### src/rtl/io_output_buffer.sv
// io_output_buffer: 4-phase MMIO capture into a FIFO drained over valid/ready.
// Define IO_OUT_COUNT_EN to add the tx_count pop counter port.
`ifndef WORD_SIZE
`define WORD_SIZE 16
`endif

module io_output_buffer #(
  parameter int DEPTH  = 8,
  parameter int ADDR_W = 3
) (
  input  logic                  clk,
  input  logic                  areset,
  input  logic                  out_req,
  input  logic [`WORD_SIZE-1:0] io_out,
  output logic                  out_ack,
  output logic                  tx_valid,
  output logic [`WORD_SIZE-1:0] tx_data,
  input  logic                  tx_ready,
  output logic                  full,
  output logic                  empty
`ifdef IO_OUT_COUNT_EN
  ,
  output logic [`WORD_SIZE-1:0] tx_count
`endif
);

  if (DEPTH < 2 || (1 << ADDR_W) != DEPTH) begin : g_bad_cfg
    $error("DEPTH must be a power of two >= 2 and equal 2**ADDR_W");
  end

  typedef enum logic {
    IDLE,
    ACK
  } state_t;

  state_t state, state_nx;

  logic [`WORD_SIZE-1:0] mem [DEPTH];
  logic [ADDR_W-1:0]     wptr, rptr;
  logic [ADDR_W:0]       count;
  logic                  push, pop;

  // Flags decode straight from the count register, so they never glitch.
  assign full     = count == (ADDR_W+1)'(DEPTH);
  assign empty    = count == '0;
  assign tx_valid = !empty;
  assign tx_data  = empty ? '0 : mem[rptr];
  assign out_ack  = state == ACK;
  assign pop      = tx_valid && tx_ready;

  always_comb begin
    state_nx = state;
    push     = 1'b0;
    unique case (state)
      IDLE: begin
        if (out_req && !full) begin
          push     = 1'b1;
          state_nx = ACK;
        end
      end
      ACK: begin
        if (!out_req) state_nx = IDLE;
      end
    endcase
  end

  always_ff @(posedge clk or negedge areset) begin
    if (!areset) begin
      state <= IDLE;
      wptr  <= '0;
      rptr  <= '0;
      count <= '0;
    end else begin
      state <= state_nx;
      if (push) wptr <= wptr + 1'b1;
      if (pop)  rptr <= rptr + 1'b1;
      if (push && !pop)      count <= count + 1'b1;
      else if (!push && pop) count <= count - 1'b1;
    end
  end

  // Storage needs no reset: tx_data is masked while empty.
  always_ff @(posedge clk) begin
    if (push) mem[wptr] <= io_out;
  end

`ifdef IO_OUT_COUNT_EN
  always_ff @(posedge clk or negedge areset) begin
    if (!areset)  tx_count <= '0;
    else if (pop) tx_count <= tx_count + 1'b1;
  end
`endif

endmodule

### config.mk
export PLATFORM = sky130hd
export DESIGN_NAME = io_output_buffer
export DESIGN_NICKNAME = d
export VERILOG_FILES = /design/src/rtl/io_output_buffer.sv
export SDC_FILE = /design/constraint.sdc
export NUM_CORES = 1
export LEC_CHECK = 0
export CAP_MARGIN = 15
export CORE_MARGIN = 2
export CORE_UTILIZATION = 40
export CTS_CLUSTER_SIZE = 40
export DETAILED_ROUTE_END_ITERATION = 16
export HOLD_SLACK_MARGIN = 0.1
export PLACE_DENSITY = 0.61
export REMOVE_ABC_BUFFERS = 1
export SETUP_SLACK_MARGIN = 0.02
export SLEW_MARGIN = 20
export SYNTH_ARGS = -nofsm -noshare
export SYNTH_HDL_FRONTEND = slang
export SYNTH_SLANG_ARGS = --single-unit
### constraint.sdc
create_clock -name clk -period 2.78 [get_ports clk]
set_input_delay 0.695 -clock clk [delete_from_list [all_inputs] [get_ports clk]]
set_output_delay 0.695 -clock clk [all_outputs]
set_load 0.01 [all_outputs]
==> results by group <==
STA
  – F_max: between 0.3 and 0.4 GHz
  – Max-slew violations: 0
  – Hold Violations, Final: 0
  – Post-route minimum period: between 2000 and 3000 ps
  – Final worst path period share: between 90% and 100%
  – Final Setup Violations: 0
  – Clock Skew: between 6 and 7 ps
  – RSZ-0062 raised after global routing: yes
  – Fin Hold WS: 518 ps
  – Worst relative slew slack: about 65%
  – Worst-margin pin slew: 527 ps

Global route
  – GRT overflow: 0
  – First-pass GRT wire length: 15700 um
  – Vias in the first global route: between 2000 and 3000
  – Largest net degree at the start of global routing: 23
  – Initial antenna violation count: 0
  – GRT Util Overall: between 10 and 15%

Yosys
  – Top cells by area, synth: edfxtp_1, mux4_2, dfrtp_1
  – Mux share of post-synthesis cell area: between 10% and 20%
  – Area share of the largest cell type after synthesis: 70.2%
  – Cells after Synth: 257
  – Yosys reg bits: 139
  – Mapped cell area: 5470 um^2
  – Adder-cell share of the synthesized area: approximately 1.5%
  – Top_reg_cell synth: edfxtp_1
  – Largest family of logic cells by synthesized area: multiplexers
  – Syn avg cell area: approximately 21 um^2
  – Synth Area in XOR/XNOR: less than 1%
  – Post-synth EDFFs: roughly 130
  – Synth Area in Compound Gates: 3.59%
  – Ys Warns: 0
  – Largest area contributor in the netlist: edfxtp_1
  – Synth Area in Simple Gates: under 10%
  – Distinct cells, synth: 36
  – Ys async rst share: just under 8%
  – Seq/Total Area, Yosys: approximately three quarters

Pwr
  – Leakage: about 2.4 nW
  – Pwr Density: between 1000 and 1500 nW/um^2
  – Power Total: 7.24 mW
  – Worst vdd ir: between 0.4 and 0.5 mV

Floorplan
  – Cell Rows: between 40 and 50
  – Ports: 40
  – Initial Utilization: about two fifths
  – Total core area: ~13000 um^2
  – Die Width: about 120 um
  – Die ar.: approximately 15000 um^2
  – Die Y: roughly 120 um

Worst setup path
  – Crit-path max FO: 5
  – Largest delay share family, worst path: simple AND/OR/NAND/NOR gates
  – Critical Path End Type: primary output
  – Critical Path RT: 2090 ps
  – Critical Path Start Type: register
  – Crit-path cells: or4_4 > inv_4 > nor2_4 > buf_6 > a22o_2 > clkbuf_2
  – CP bufs+invs: 3
  – CP startpoint: count[1]
  – FF-to-FF Start: count[1]
  – Crit Path Category: register to primary output
  – CP max stage delay: approximately 600 ps
  – CP max-delay cell: or4_4
  – Critical Path AT: approximately 2000 ps

Place
  – GP Congestion: approximately 0.70
  – Detail Placement HPWL: between 6000 and 7000 um
  – IO Port Bufs: 39

Detailed routing
  – Vias per inst: 5.28
  – # DRC: 0
  – Post-route ant nets: 0
  – DR pass1 iterations: 4
  – Wire per inst: between 15 and 20 um
  – Vias: roughly 2800
  – Final wirelength: ~10000 um
  – First-iteration detailed-routing DRC count: 239

Run status
  – Outcome: finished clean

Clocking
  – Clock latency on the worst-skew pair: 400 ps
  – CTS Buf Count: 17
  – Largest buffer count on any clock path: 2
  – CTS sink cnt: 139
  – Clock root cell: clkbuf_16
  – CTS tree: yes
  – Level count of the clock H-tree: 4
  – Clock transition at path regs: approximately 50 ps
  – Cts hold-fix bufs: 0

Final layout
  – Nets: roughly 360
  – Commonest non-fill, non-tap cell in the layout: edfxtp_1
  – Most frequent cells in the layout: edfxtp_1, mux4_2, buf_4
  – Area growth syn-to-layout: 25.7%
  – Final Util: approximately half
  – Ant diodes: 0
  – Layout cells sized above 1: 36.4%

Hold path
  – Worst hold path type: register to register
  – HP Start: out_ack

Run
  – MaxCap Viol Count: 0
-- final timing paths --
kind	endpoint	slack, ps	cells past startpoint
worst min-delay path	out_ack	520	1
min in group asynchronous	out_ack	640	1
worst max register to register	count[3]	180	9
max in group asynchronous	rptr[0]	1760	1
worst min register to register	out_ack	520	1
worst max-delay path	tx_data[4]	50	6
-- flip-flops by register name (all words and copies together) (netlist names) --
signal / cells
wptr: 3
count: 4
rptr: 3
out_ack: 1
mem: 128
-- worst reg2reg max path, stage by stage, from the launching register on --
cell      delay [ps]
dfrtp_1          370
or4_4            600
buf_4            180
nand2_2          100
ha_1             170
inv_1             60
ha_1             300
or4_1            470
o211ai_1         120
o211ai_1         110
-- Yosys cell counts (all sizes together), types with 2 or more instances --
| cell | n |
|---|---|
| a22o | 16 |
| xnor2 | 5 |
| nor3 | 3 |
| ha | 5 |
| dfrtp | 11 |
| nand2b | 2 |
| edfxtp | 128 |
| and2 | 2 |
| buf | 8 |
| a21oi | 2 |
| nand2 | 4 |
| mux4 | 32 |
| inv | 4 |
| clkbuf | 5 |
| o211ai | 2 |
| or4 | 2 |
| nor2 | 7 |
| mux2 | 3 |
| nand3 | 5 |
-- metrics by stage --
stage / TNS, ps / instances / worst slack [ps] / area [um^2]
after global routing: -34.7 / 525 / -12.6 / 6880
after detailed placement: -120 / 492 / -120 / 6300
after CTS: -548 / 523 / -88.2 / 6850
after global placement: -14.9 / 492 / -14.9 / 6300
after floorplan: -4080 / 244 / -266 / 5390
final: 0 / 525 / 54.7 / 6880
-- where the power goes --
| group | total [mW] | switching [mW] | internal [mW] |
|---|---|---|---|
| clock network | 2.04 | 0.757 | 1.29 |
| registers | 2.65 | 0.123 | 2.53 |
| logic | 2.54 | 1.17 | 1.37 |
-- what timing repair did --
action | 4_1_cts | 5_1_grt
resized for setup | 41 | 46
hold endpoints to repair | 0 | 0
setup buffers | 1 | 0
endpoints found under the setup margin | 17 | 17
pin swaps | 1 | 14
gates cloned | 0 | 2
-- routing by layer --
layer	vias up	GRT usage (%)	share of wire, %
met2	58	24.2	51
li1	1234	-	-
met5	-	0	0
met1	1471	19.1	45
met3	9	4.51	3.4
met4	0	5.31	1.2
-- cell families after synthesis --
family,Yosys count
fa+ha+maj,6
simple gates,30
mux,36
buf+inv,17
xor+xnor,6
flops,139
compound gates,23
-- final cells by class --
cell class,instances,area [um^2]
clock inverter,12,108
fill,1051,6410
sequential,139,4120
tap,176,220
timing repair buffer,74,658
multi-input combinational,102,1330
clock buffer,18,429
inverter,4,17.5
No activity file was read; power rests on OpenSTA's default activity.
